[src/rtl/if_fetch.sv]
// Instruction-fetch stage: owns the PC and predicts the next fetch address with a
// direct-mapped BTB of 2-bit saturating counters trained by resolved branches.
module if_fetch #(
  parameter int unsigned ENTRIES  = 16,
  parameter logic [31:0] RESET_PC = 32'h0000_0000
) (
  input  logic        CLK,
  input  logic        RST_N,
  input  logic        ENABLE,
  input  logic        redirect,
  input  logic [31:0] redirect_pc,
  input  logic        upd_valid,
  input  logic [31:0] upd_pc,
  input  logic [31:0] upd_target,
  input  logic        upd_taken,
  output logic [31:0] IMEM_ADDR,
  output logic [31:0] PC_IF,
  output logic        predict_IF,
  output logic [31:0] npc_pred
);

  localparam int unsigned IW = $clog2(ENTRIES);
  localparam int unsigned TW = 32 - IW - 2;

  logic [31:0]   pc_q;
  logic          valid_q  [ENTRIES];
  logic [TW-1:0] tag_q    [ENTRIES];
  logic [31:0]   target_q [ENTRIES];
  logic [1:0]    ctr_q    [ENTRIES];

  logic [IW-1:0] lk_idx;
  logic [TW-1:0] lk_tag;
  logic          lk_hit;
  logic [IW-1:0] up_idx;
  logic [TW-1:0] up_tag;
  logic          up_hit;
  logic [1:0]    up_ctr;
  logic          unused_upd_bits;

  // Byte-offset bits of a branch address carry no BTB information.
  assign unused_upd_bits = ^upd_pc[1:0];

  always_comb begin
    lk_idx     = pc_q[IW+1:2];
    lk_tag     = pc_q[31:IW+2];
    lk_hit     = valid_q[lk_idx] && (tag_q[lk_idx] == lk_tag);
    predict_IF = lk_hit && ctr_q[lk_idx][1];
    npc_pred   = predict_IF ? target_q[lk_idx] : pc_q + 32'd4;
  end

  assign IMEM_ADDR = pc_q;
  assign PC_IF     = pc_q;

  always_comb begin
    up_idx = upd_pc[IW+1:2];
    up_tag = upd_pc[31:IW+2];
    up_hit = valid_q[up_idx] && (tag_q[up_idx] == up_tag);
    up_ctr = ctr_q[up_idx];
    if (upd_taken) begin
      if (up_ctr != 2'b11) up_ctr = up_ctr + 2'd1;
    end else begin
      if (up_ctr != 2'b00) up_ctr = up_ctr - 2'd1;
    end
  end

  always_ff @(posedge CLK) begin
    if (!RST_N) begin
      pc_q <= RESET_PC;
    end else if (redirect) begin
      pc_q <= redirect_pc;
    end else if (ENABLE) begin
      pc_q <= npc_pred;
    end
  end

  always_ff @(posedge CLK) begin
    if (!RST_N) begin
      for (int unsigned i = 0; i < ENTRIES; i++) begin
        valid_q[i[IW-1:0]] <= 1'b0;
        ctr_q[i[IW-1:0]]   <= 2'b01;
      end
    end else if (upd_valid) begin
      if (up_hit) begin
        ctr_q[up_idx] <= up_ctr;
        if (upd_taken) target_q[up_idx] <= upd_target;
      end else if (upd_taken) begin
        // A taken miss evicts whatever aliases into this slot.
        valid_q[up_idx]  <= 1'b1;
        tag_q[up_idx]    <= up_tag;
        target_q[up_idx] <= upd_target;
        ctr_q[up_idx]    <= 2'b10;
      end
    end
  end

endmodule

[config.mk]
export PLATFORM = sky130hd
export DESIGN_NAME = if_fetch
export DESIGN_NICKNAME = d
export VERILOG_FILES = /design/src/rtl/if_fetch.sv
export SDC_FILE = /design/constraint.sdc
export NUM_CORES = 1
export LEC_CHECK = 0
export CELL_PAD_IN_SITES_DETAIL_PLACEMENT = 1
export CELL_PAD_IN_SITES_GLOBAL_PLACEMENT = 1
export CORE_UTILIZATION = 53
export DETAILED_ROUTE_END_ITERATION = 8
export PLACE_DENSITY_LB_ADDON = 0.1
export SLEW_MARGIN = 20
export SYNTH_ARGS = -nofsm -noshare
export SYNTH_HDL_FRONTEND = slang
export SYNTH_SLANG_ARGS = --single-unit
export TNS_END_PERCENT = 20
[constraint.sdc]
create_clock -name CLK -period 6.85 [get_ports CLK]
set_input_delay 1.37 -clock CLK [delete_from_list [all_inputs] [get_ports CLK]]
set_output_delay 1.37 -clock CLK [all_outputs]
set_load 0.05 [all_outputs]
# Word-level counts from Yosys, hierarchy flattened
# Memory sizes are Yosys's and may differ from the RTL's. A register that Yosys moved wholly into a read port is not among the register bits.
# Cells that the tools add are included.
[op_classes]
addsub = 3
eq_ne = 3
n_mux = 36
bitwise_logic = 2
reduce_logical = 7
[op_table]
columns = ["operator", "count"]
rows = [
  ["2-to-1 mux 32 bit", 4],
  ["equality test 26 bit", 2],
  ["2-to-1 mux 4 bit", 10],
  ["adder 32 x 3 -> 32 bit (second input constant)", 1],
  ["2-to-1 mux 1 bit", 17],
  ["2-to-1 mux 2 bit", 5],
  ["nonzero test 2 bit", 2],
  ["logical AND 1 bit", 3],
  ["adder 2 x 1 -> 2 bit (second input constant)", 1],
  ["inequality test 2 bit (second input constant)", 1],
  ["OR 1 bit", 2],
  ["OR reduction 2 bit", 1],
  ["subtractor 2 x 1 -> 2 bit (second input constant)", 1],
  ["OR reduction 1 bit", 1],
]
[totals]
regBits = 32
mem_bits_rw = 976
inputBits = 102
out_inout_bits = 97
elab_cells = 56
memories = 4
[memory_table]
columns = ["name", "depth", "width", "read_ports", "rd_ports_with_merged_regs", "write_ports", "line", "source"]
rows = [
  ["target_q", 16, 32, 1, 1, 1, "28", "logic [31:0] target_q [ENTRIES];"],
  ["tag_q", 16, 26, 2, 1, 1, "27", "logic [TW-1:0] tag_q [ENTRIES];"],
  ["ctr_q", 16, 2, 2, 1, 16, "29", "logic [1:0] ctr_q [ENTRIES];"],
  ["valid_q", 16, 1, 2, 1, 16, "26", "logic valid_q [ENTRIES];"],
]

# Longest topological paths before layout
# Gate-level depths: netlist of run 1.
# An unclocked memory read counts as a cell.
[depth]
word_depth = 10
depth_mapped = 15
ltp_nobuf = 9

# Least setup slack after synthesis of run 1
# OpenSTA, ideal clock, no wires.
[synth_timing]
path_type = "input port to flip-flop"
start = "input upd_pc[2]"
end = "memory tag_q[7][0] in the netlist's numbering (enable)"
setup_ps = 410
arrival_ps = 5192
t_required_ps = 6440
path_slack_ps = 1247
path_stages = 11
path_buffers = 3
path_cell_list = "clkbuf_1 buf_2 buf_2 mux4_2 mux4_2 xnor2_1 nand3_1 inv_1 a31oi_1 nand3_1 nor2_1"
[synth_via]
elab_chain_cells = 7
elab_cells_between_ends = 8
cone_classes = "1 x eq/ne; 4 x mux; 1 x reduce/logical; 2 x memory"
[synth_rtl]
columns = ["element", "line", "source"]
rows = [
  ["from (decl)", "13", "input logic [31:0] upd_pc,"],
  ["memory read (16 x 26 bit)", "--", ""],
  ["equality test 26 bit", "57", "up_hit = valid_q[up_idx] && (tag_q[up_idx] == up_tag);"],
  ["logical AND 1 bit", "57", ""],
  ["2-to-1 mux 1 bit", "83", "if (up_hit) begin"],
  ["2-to-1 mux 1 bit", "82", "end else if (upd_valid) begin"],
  ["2-to-1 mux 1 bit", "77", "if (!RST_N) begin"],
  ["2-to-1 mux 1 bit (implied by the code)", "89", "tag_q[up_idx] <= up_tag;"],
  ["to (decl)", "27", ""],
]
# Several ways; a longest one is shown, not always the timed one.

==> results of run 1 <==
sequential cells by signal, indices dropped and copies added, names as in the netlist, named ones only:
register	cells
tag_q	416
target_q	512
IMEM_ADDR	32
valid_q	16
ctr_q	32
cell families after synthesis:
| group | count (synthesis) | share of synthesized area [%] |
|---|---|---|
| flip-flops | 1012 | 67.89 |
| multiplexers | 481 | 22.52 |
| AND/OR/NAND/NOR | 291 | 3.612 |
| buffers and inverters | 190 | 2.212 |
| AO/OA/AOI/OAI | 128 | 2.198 |
| XOR/XNOR | 75 | 1.493 |
| adder cells (fa/ha/maj) | 3 | 0.07394 |
worst paths after layout:
kind / startpoint / end / slack, ps / depth (start not counted)
worst max-delay path: flip-flop / npc_pred[10] / 200 / 11
worst min-delay path: valid_q[11] / valid_q[11] / 490 / 1
worst max register to register: flip-flop / flip-flop / 1930 / 11
worst min register to register: valid_q[11] / valid_q[11] / 490 / 1
area by class of cell:
cell class	count	area [um^2]
Timing Repair Buffer	310	3062
Clock buffer	133	2804
Inverter	7	28.78
Antenna cell	3	7.507
Clock inverter	66	923.4
Multi-Input combinational cell	978	13410
Fill cell	6661	30660
Sequential cell	1012	29880
Tap cell	1070	1339
critical path: stages (launching register included):
cell	delay (ps)
dfxtp_4	920
buf_12	330
mux2_2	400
o221ai_1	270
a31oi_1	130
o21a_1	160
a2111oi_0	420
or4b_4	560
nor4_4	350
buf_12	310
mux2_2	490
buf_12	190
stage by stage:
step | util (%) | area, um^2 | setup slack, ps | hold slack [ps]
global route | 62.65 | 51450 | 23.61 | 511.2
global placement | 58.02 | 47640 | 682.4 | 455.1
detailed placement | 58.05 | 47660 | 538.4 | 470.7
finish | 62.66 | 51450 | 196.5 | 487.4
CTS | 62.59 | 51390 | 187.6 | 483.0
floorplan | - | 44000 | 1247 | 435.4
power groups by stage:
stage / clock network, mW / registers, mW / logic, mW
floorplan: 0 / 7.03 / 0.815
global placement: 0 / 7.04 / 1.28
detailed placement: 0 / 7.04 / 1.31
CTS: 6.20 / 6.91 / 1.32
global route: 6.40 / 6.92 / 1.37
finish: 6.15 / 6.91 / 1.31
Yosys cell counts, types with 12 or more instances:
cell,count
mux2i_1,45
and3_1,34
a21o_1,16
nand2_1,38
clkbuf_1,82
xnor2_1,60
nor3_1,26
edfxtp_1,960
xor2_1,15
buf_4,38
nand3_1,29
nor2_1,65
buf_2,33
a211o_1,30
dfxtp_1,52
nand2b_1,12
mux4_2,396
nor3b_1,30
o21ai_0,22
nand4_1,21
mux2_2,34
buf_1,20
cells in the final DEF, fill, tap and decap left out, types with 19 or more instances in the layout:
| master | count |
|---|---|
| nand3_1 | 29 |
| nor3_1 | 26 |
| clkbuf_1 | 22 |
| and3_1 | 33 |
| a211o_1 | 30 |
| o21ai_0 | 22 |
| bufinv_16 | 19 |
| mux2_2 | 34 |
| mux2i_1 | 45 |
| nor2_1 | 33 |
| clkdlybuf4s50_1 | 157 |
| clkbuf_16 | 106 |
| nor2_4 | 32 |
| nand2_1 | 38 |
| buf_4 | 121 |
| dfxtp_1 | 48 |
| mux4_2 | 396 |
| buf_12 | 26 |
| xnor2_1 | 60 |
| edfxtp_1 | 960 |
| nand4_1 | 21 |
| nor3b_1 | 30 |
per-layer routing:
layer / vias up / part of all wire, %
li1: 9657 / -
met1: 12911 / 39
met2: 1140 / 50
met3: 253 / 7.3
met4: 8 / 3.9
met5: - / 0.045
==> flow_metrics.env, run 1 <==
export IMPL_ir_drop_v=0.0002301
export IMPL_worstSetupPathType="flip-flop to output port"
export IMPL_finalCritPeriodShare_pct=97.13
export IMPL_yosysSeqAreaShare_pct=67.89
export IMPL_drive_above_1_share_pct=32.08
export IMPL_ys_types=62
export IMPL_cap_violations=0
export IMPL_cts_repair_resized=0
export IMPL_post_cts_buffers=0
export IMPL_arrival_ps=5280
export IMPL_setup_tns_ps=0
export IMPL_initial_core_util_pct=53.58
export IMPL_h_tree_depth=3
export IMPL_grt_pass1_wl_mm=183.4
export IMPL_syn_area_per_cell_um2=20.18
export IMPL_fin_total_pwr_mw=14.37
export IMPL_detail_route_first_pass_iterations=7
export IMPL_core_mm2=0.08211
export IMPL_clkSlewWorstSetupHoldPaths_ps=60
export IMPL_clkPwrFrac_pct=42.8
export IMPL_cp_start_kind="flip-flop"
export IMPL_grt_pass1_vias=25843
export IMPL_vias=23969
export IMPL_yosysTopAreaCell="edfxtp_1"
export IMPL_hold_path_class="flip-flop to flip-flop"
export IMPL_use_met1_pct=40.53
export IMPL_syn_area_mm2=0.04400
export IMPL_setup_viol=0
export IMPL_ant_nets=0
export IMPL_io_pins=199
export IMPL_required_ps=5480
export IMPL_grt_usage_pct=30.74
export IMPL_die_w_um=290.1
export IMPL_synth_flop_cell="edfxtp_1"
export IMPL_first_iter_violations=2491
export IMPL_outcome="complete, no violations"
export IMPL_max_freq_mhz=150.3
export IMPL_dp_hpwl_mm=78.54
export IMPL_antenna_found_initial=7
export IMPL_async_flop_share_pct=0
export IMPL_grtUsageMet2_pct=51.10
export IMPL_avgRoutedWirePerCell_um=35.67
export IMPL_gp_congestion=0.8564
export IMPL_synth_edf_count=960
export IMPL_p_comb_share_pct=9.1
export IMPL_final_nets=2517
export IMPL_clock_sinks=1012
export IMPL_route_detailed_drc=0
export IMPL_slew_viol_final=0
export IMPL_std_cell_rows=105
export IMPL_netlist_instances=2180
export IMPL_switching_share_pct=23.18
export IMPL_netlist_area_leader_share_pct=65.52
export IMPL_p_sw_mw=3.331
export IMPL_avgViaCountPerCell=6.697
export IMPL_holdBufCountCts=0
export IMPL_hold_violations=0
export IMPL_grt_start_max_net_pins=68
export IMPL_pwr_share_seq_pct=48.1
export IMPL_clk_path_buf_depth=3
export IMPL_grtUsageMet3_pct=5.607
export IMPL_yosysWarnings=0
export IMPL_die_area_mm2=0.08417
export IMPL_cts_tree="built"
export IMPL_cts_root_buf="clkbuf_16"
export IMPL_power_density_mw_per_mm2=279.4
export IMPL_die_h_um=290.1
export IMPL_portBuffers=196
export IMPL_yosys_top_cells_area="edfxtp_1 66%, mux4_2 20%, dfxtp_1 2.4%"
export IMPL_grt_setup_unrepaired="no"
export IMPL_area_delta_synth_final_pct=16.94
export IMPL_synth_nets=2283
export IMPL_top_usage_layer="met2"
export IMPL_crit_path_end_kind="output port"
export IMPL_skew_ps=37.34
export IMPL_layoutNonFillerInstCount=3579
export IMPL_grt_overflow=0
export IMPL_dpl_cell_count=3375
export IMPL_final_min_clock_period_ps=6654
export IMPL_insertion_delay_ps=700
export IMPL_worst_path_max_fanout=40
export IMPL_cts_buffers=105
export IMPL_power_leakage_nw=16.45
export IMPL_tightest_slew_ps=1201
export IMPL_routed_wl_mm=127.7
export IMPL_slew_headroom_pct=19.56
export IMPL_synth_seq_cells=1012
export IMPL_p_int_mw=11.04
Power figures use the tool's default switching activity.
==> run 2: changes to the inputs <==
MAX_ROUTING_LAYER = met4   (was not set)
PLACE_DENSITY = 0.87   (was not set)
PLACE_DENSITY_LB_ADDON = not set   (was 0.1)
==> run 2 against run 1 <==
Global-route usage rose by 3.9 points; sequential cell count did not move; hold slack improved by 7.7 ps; utilization fell by 0.80 points; count of clock-buffer cells in the layout fell by 13; critical path type unchanged; largest cell class unchanged.
==> flow_metrics.env, run 2 (same netlist as run 1, synthesis figures left out) <==
export IMPL_cp_slowest_stage_delay_ps=720
export IMPL_route_detailed_drc=0
export IMPL_final_common_cell="edfxtp_1"
export IMPL_routed_wl_mm=140.8
export IMPL_setup_tns_ps=0
export IMPL_final_min_clock_period_ps=6770
export IMPL_pwr_share_seq_pct=49.4
export IMPL_cp_start_kind="flip-flop"
export IMPL_clk_path_buf_depth=3
export IMPL_arrival_ps=5400
export IMPL_hold_path_class="flip-flop to flip-flop"
export IMPL_worst_path_max_fanout=37
export IMPL_place_area_mm2=0.04737
export IMPL_regMostFlops="target_q"
export IMPL_initial_core_util_pct=53.58
export IMPL_slew_viol_final=0
export IMPL_grt_setup_unrepaired="no"
export IMPL_ir_drop_v=0.0003457
export IMPL_ant_nets=0
export IMPL_h_tree_depth=3
export IMPL_avgRoutedWirePerCell_um=39.68
export IMPL_hold_violations=0
export IMPL_first_iter_violations=3504
export IMPL_p_comb_share_pct=9.7
export IMPL_clkPwrFrac_pct=40.8
export IMPL_area_delta_synth_final_pct=15.45
export IMPL_die_h_um=290.1
export IMPL_avgViaCountPerCell=7.278
export IMPL_grt_overflow=0
export IMPL_slew_headroom_pct=21.22
export IMPL_crit_slowest_cell="a2111oi_0"
export IMPL_vias=25814
export IMPL_hp_start="valid_q[3]"
export IMPL_portBuffers=196
export IMPL_grt_pass1_wl_mm=200.5
export IMPL_clkSlewWorstSetupHoldPaths_ps=60
export IMPL_max_freq_mhz=147.7
export IMPL_path_cells="buf_12 > mux4_2 > nand2b_1 > nand2_1 > a21oi_1 > a2111oi_0 > or4b_4 > nor4_4 > buf_12 > mux2_2 > buf_4"
export IMPL_fin_total_pwr_mw=13.96
export IMPL_die_w_um=290.1
export IMPL_outcome="complete, no violations"
export IMPL_fin_area_mm2=0.05080
export IMPL_clock_sinks=1012
export IMPL_power_density_mw_per_mm2=274.8
export IMPL_setup_viol=0
export IMPL_switching_share_pct=24.12
export IMPL_final_nets=2490
export IMPL_finalCritPeriodShare_pct=98.84
export IMPL_detail_route_first_pass_iterations=7
export IMPL_drive_above_1_share_pct=30.84
export IMPL_r2r_end="IMEM_ADDR[27]"
export IMPL_grt_usage_pct=34.66
export IMPL_path_delay_family="simple AND/OR/NAND/NOR gates"
export IMPL_cap_violations=0
export IMPL_cts_buffers=98
export IMPL_cp_common_cell="buf_12"
export IMPL_p_sw_mw=3.367
export IMPL_holdPathEnd="valid_q[3]"
export IMPL_final_cell_mix="960 x edfxtp_1, 396 x mux4_2, 157 x clkdlybuf4s50_1"
export IMPL_whs_path_depth=1
export IMPL_power_leakage_nw=16.12
export IMPL_worstSetupPathType="flip-flop to output port"
export IMPL_core_mm2=0.08211
export IMPL_insertion_delay_ps=720
export IMPL_skew_ps=73.32
export IMPL_tightest_slew_ps=1179
export IMPL_path_buf_inv=3
export IMPL_cts_root_buf="clkbuf_16"
export IMPL_gp_congestion=0.8767
export IMPL_reg2regPathDepth=11
export IMPL_io_pins=199
export IMPL_cts_tree="built"
export IMPL_reg_top3="target_q (512), tag_q (416)"
export IMPL_grt_pass1_vias=27261
export IMPL_std_cell_rows=105
export IMPL_largest_register_ffs=512
export IMPL_regToRegSetupSlack_ps=1930
export IMPL_crit_path_end_kind="output port"
export IMPL_grt_start_max_net_pins=105
export IMPL_die_area_mm2=0.08417
export IMPL_required_ps=5480
export IMPL_holdBufCountCts=0
export IMPL_antenna_found_initial=6
export IMPL_dp_hpwl_mm=80.70
export IMPL_p_int_mw=10.59
==> run 2: worst reg2reg max path: stages (launching register included) <==
cell	delay [ps]
dfxtp_4	650
buf_12	360
mux4_2	570
nand2b_1	180
nand2_1	110
a21oi_1	70
a2111oi_0	720
or4b_4	600
nor4_4	420
buf_12	330
mux2_2	470
a211o_1	310
==> run 2: power groups by stage <==
| stage | Sequential, mW | Combinational, mW | Clock, mW |
|---|---|---|---|
| 2_1_floorplan | 7.03 | 0.815 | 0 |
| 3_3_place_gp | 7.02 | 1.25 | 0 |
| 3_5_place_dp | 7.04 | 1.30 | 0 |
| 4_1_cts | 6.90 | 1.34 | 5.73 |
| 5_1_grt | 6.90 | 1.40 | 5.91 |
| 6_report | 6.90 | 1.36 | 5.70 |
==> run 2: stage by stage <==
| stage | hold WS [ps] | setup WS [ps] | util, % | std cells |
|---|---|---|---|---|
| final | 495.1 | 79.79 | 61.86 | 3547 |
| after global routing | 519.8 | 47.47 | 61.86 | 3545 |
| after CTS | 495.8 | 50.24 | 61.81 | 3540 |
| after detailed placement | 474.9 | 666.7 | 57.69 | 3355 |
| after global placement | 455.7 | 847.2 | 57.69 | 3355 |
| after floorplan | 435.4 | 1247 | - | 2180 |
==> run 2: layout make-up <==
cell class | count | area (um^2)
Multi-Input combinational cell | 978 | 13410
Clock buffer | 120 | 2576
Clock inverter | 64 | 783.3
Tap cell | 1070 | 1339
Timing Repair Buffer | 290 | 2766
Fill cell | 6707 | 31310
Antenna cell | 6 | 15.01
Inverter | 7 | 27.53
Sequential cell | 1012 | 29880
==> run 2: what timing repair did <==
item                                   4_1_cts  5_1_grt
setup endpoints to repair                   13       29
buffers inserted                             1        1
endpoints found under the hold margin        0        0
gates resized for setup                      0        1
==> run 2: how the worst max path moves through the flow <==
stage                    endpoint  slack, ps  cells past startpoint
CTS                  npc_pred[12]         50                     10
global placement    tag_q[15][16]        850                     12
finish               npc_pred[12]         80                     11
floorplan             tag_q[7][0]       1250                     11
detailed placement   tag_q[15][5]        670                     12
global route         npc_pred[12]         50                     11
==> run 2: routing by layer <==
metal  up-vias  global-route usage, %  share of wire [%]
met5         -                      -                  0
met4         0                  15.08                4.8
met3       456                  7.299                 11
met2      2131                  55.94                 50
met1     13619                  42.64                 34
li1       9608                      -                  -
==> run 3: changes to the inputs <==
CORE_MARGIN = 2   (was not set)
CORE_UTILIZATION = 40   (was 53)
PLACE_DENSITY = 0.71   (was 0.87)
RECOVER_POWER = 100   (was not set)
==> run 3 against run 2 <==
Design area increased by 1.1%; clock skew down 41 ps; first-iteration DRC count shrank 20%; the flow now finishes with violations (max-capacitance violations, max-slew violations); sequential power barely moved; final cell count up 11%; combinational power shrank 4%; sequential cell count stayed put; maximum frequency increased by 1.1%; power is 1.2% higher; sequential share of layout area down 0.62 points; non-clock buffer count rose by 12; critical path type unchanged; largest power group unchanged; via count shrank 6.9%.
==> flow_metrics.env, run 3 (same netlist as run 1, synthesis figures left out) <==
export IMPL_clock_sinks=1012
export IMPL_grt_setup_unrepaired="no"
export IMPL_portBuffers=196
export IMPL_h_tree_depth=3
export IMPL_regMostFlops="target_q"
export IMPL_final_common_cell="edfxtp_1"
export IMPL_insertion_delay_ps=680
export IMPL_required_ps=5480
export IMPL_max_freq_mhz=149.3
export IMPL_grt_pass1_wl_mm=182.8
export IMPL_first_iter_violations=2797
export IMPL_tightest_slew_ps=2945
export IMPL_grt_overflow=0
export IMPL_gp_congestion=0.8246
export IMPL_final_cell_mix="960 x edfxtp_1, 396 x mux4_2, 122 x dlygate4sd3_1"
export IMPL_p_int_mw=10.87
export IMPL_cts_buffers=103
export IMPL_setup_tns_ps=0
export IMPL_fin_area_mm2=0.05134
export IMPL_crit_slowest_cell="nor2b_1"
export IMPL_die_w_um=335.7
export IMPL_cap_violations=9
export IMPL_clkSlewWorstSetupHoldPaths_ps=60
export IMPL_nFillCells=10022
export IMPL_detail_route_first_pass_iterations=5
export IMPL_finalCritPeriodShare_pct=97.79
export IMPL_hold_path_class="flip-flop to flip-flop"
export IMPL_arrival_ps=5330
export IMPL_holdBufCountCts=0
export IMPL_violations="max-capacitance violations, max-slew violations"
export IMPL_setup_viol=0
export IMPL_switching_share_pct=23.05
export IMPL_skew_ps=32.08
export IMPL_outcome="finished with violations"
export IMPL_pwr_share_seq_pct=48.9
export IMPL_p_sw_mw=3.255
export IMPL_area_delta_synth_final_pct=16.68
export IMPL_drive_above_1_share_pct=29.59
export IMPL_die_area_mm2=0.1127
export IMPL_slew_headroom_pct=-97.03
export IMPL_path_cells="nor2b_1 > a221oi_1 > o21bai_1 > o221ai_1 > nand4_1 > or4_4 > nor4_4 > buf_12 > mux2_1 > clkbuf_4"
export IMPL_avgRoutedWirePerCell_um=32.49
export IMPL_initial_core_util_pct=40.36
export IMPL_fin_ws_ps=151.4
export IMPL_crit_path_end_kind="output port"
export IMPL_cts_tree="built"
export IMPL_place_area_mm2=0.04797
export IMPL_final_nets=2507
export IMPL_avgViaCountPerCell=6.128
export IMPL_hold_violations=0
export IMPL_dp_hpwl_mm=79.11
export IMPL_multi_input_area_mm2=0.01328
export IMPL_io_pins=199
export IMPL_power_leakage_nw=16.47
export IMPL_grt_pass1_vias=25486
export IMPL_ff_latch_area_mm2=0.02988
export IMPL_routed_wl_mm=127.4
export IMPL_antenna_found_initial=31
export IMPL_hp_start="valid_q[9]"
export IMPL_pre_cts_ws_ps=530.8
export IMPL_cp_slowest_stage_delay_ps=770
export IMPL_grt_usage_pct=23.35
export IMPL_route_detailed_drc=0
export IMPL_cp_start_kind="flip-flop"
export IMPL_ir_drop_v=0.0002722
export IMPL_worst_path_max_fanout=31
export IMPL_die_h_um=335.7
export IMPL_final_min_clock_period_ps=6699
export IMPL_worstSetupPathType="flip-flop to output port"
export IMPL_grt_start_max_net_pins=68
export IMPL_clk_path_buf_depth=3
export IMPL_cts_root_buf="clkbuf_16"
export IMPL_ant_nets=0
export IMPL_reg_top3="target_q (512), tag_q (416)"
export IMPL_clkPwrFrac_pct=41.9
export IMPL_slew_viol_final=140
export IMPL_core_mm2=0.1090
export IMPL_largest_register_ffs=512
export IMPL_vias=24035
export IMPL_p_comb_share_pct=9.2
export IMPL_std_cell_rows=121
export IMPL_power_density_mw_per_mm2=275.1
## run 3: metrics by stage
step / total power [mW] / instances / util, % / hold slack [ps]
final: 14.12 / 3922 / 47.10 / 485.3
after global routing: 14.50 / 3918 / 47.09 / 521.8
after CTS: 14.22 / 3902 / 47.29 / 482.7
after detailed placement: 8.343 / 3709 / 44.01 / 468.8
after global placement: 8.305 / 3709 / 44.01 / 456.4
after floorplan: 7.842 / 2180 / - / 435.4
## run 3: final timing paths
kind | end | slack, ps | depth (start not counted)
max | npc_pred[13] | 150 | 10
min | valid_q[9] | 490 | 1
max reg2reg | flip-flop | 1860 | 11
min reg2reg | valid_q[9] | 490 | 1
## run 3: timing repair
action,4_1_cts,5_1_grt
buffers inserted,1,1
setup endpoints to repair,22,19
gates resized for setup,0,2
## run 3: critical path: cells and delay by family (launching register included)
kind,cells,cell delay (ps)
DFF,1,690
and+or+nand+nor,4,1930
buffers and inverters,2,530
muxes,1,500
AOI/OAI and AO/OA,3,920
## run 3: power by group through the flow
stage                     clock (mW)  combinational (mW)  sequential, mW
after CTS                       6.00                1.32            6.90
final                           5.92                1.30            6.90
after global routing            6.23                1.37            6.90
after global placement             0                1.27            7.03
after detailed placement           0                1.30            7.04
after floorplan                    0               0.815            7.03
## run 3: cell type report
cell class                 instances  area share, %
clock inverter                    67          1.584
clock buffer                     125          5.340
sequential                      1012          58.21
inverter                           7        0.05362
timing repair buffer             302          5.411
multi-input combinational        978          25.88
antenna                           17        0.08287
tap                             1414          3.446
## run 3: per-layer routing
layer	wire, um	global-route usage (%)
met5	0	-
met1	50830	30.52
met3	11910	5.815
met2	61360	36.38
met4	3349	6.707
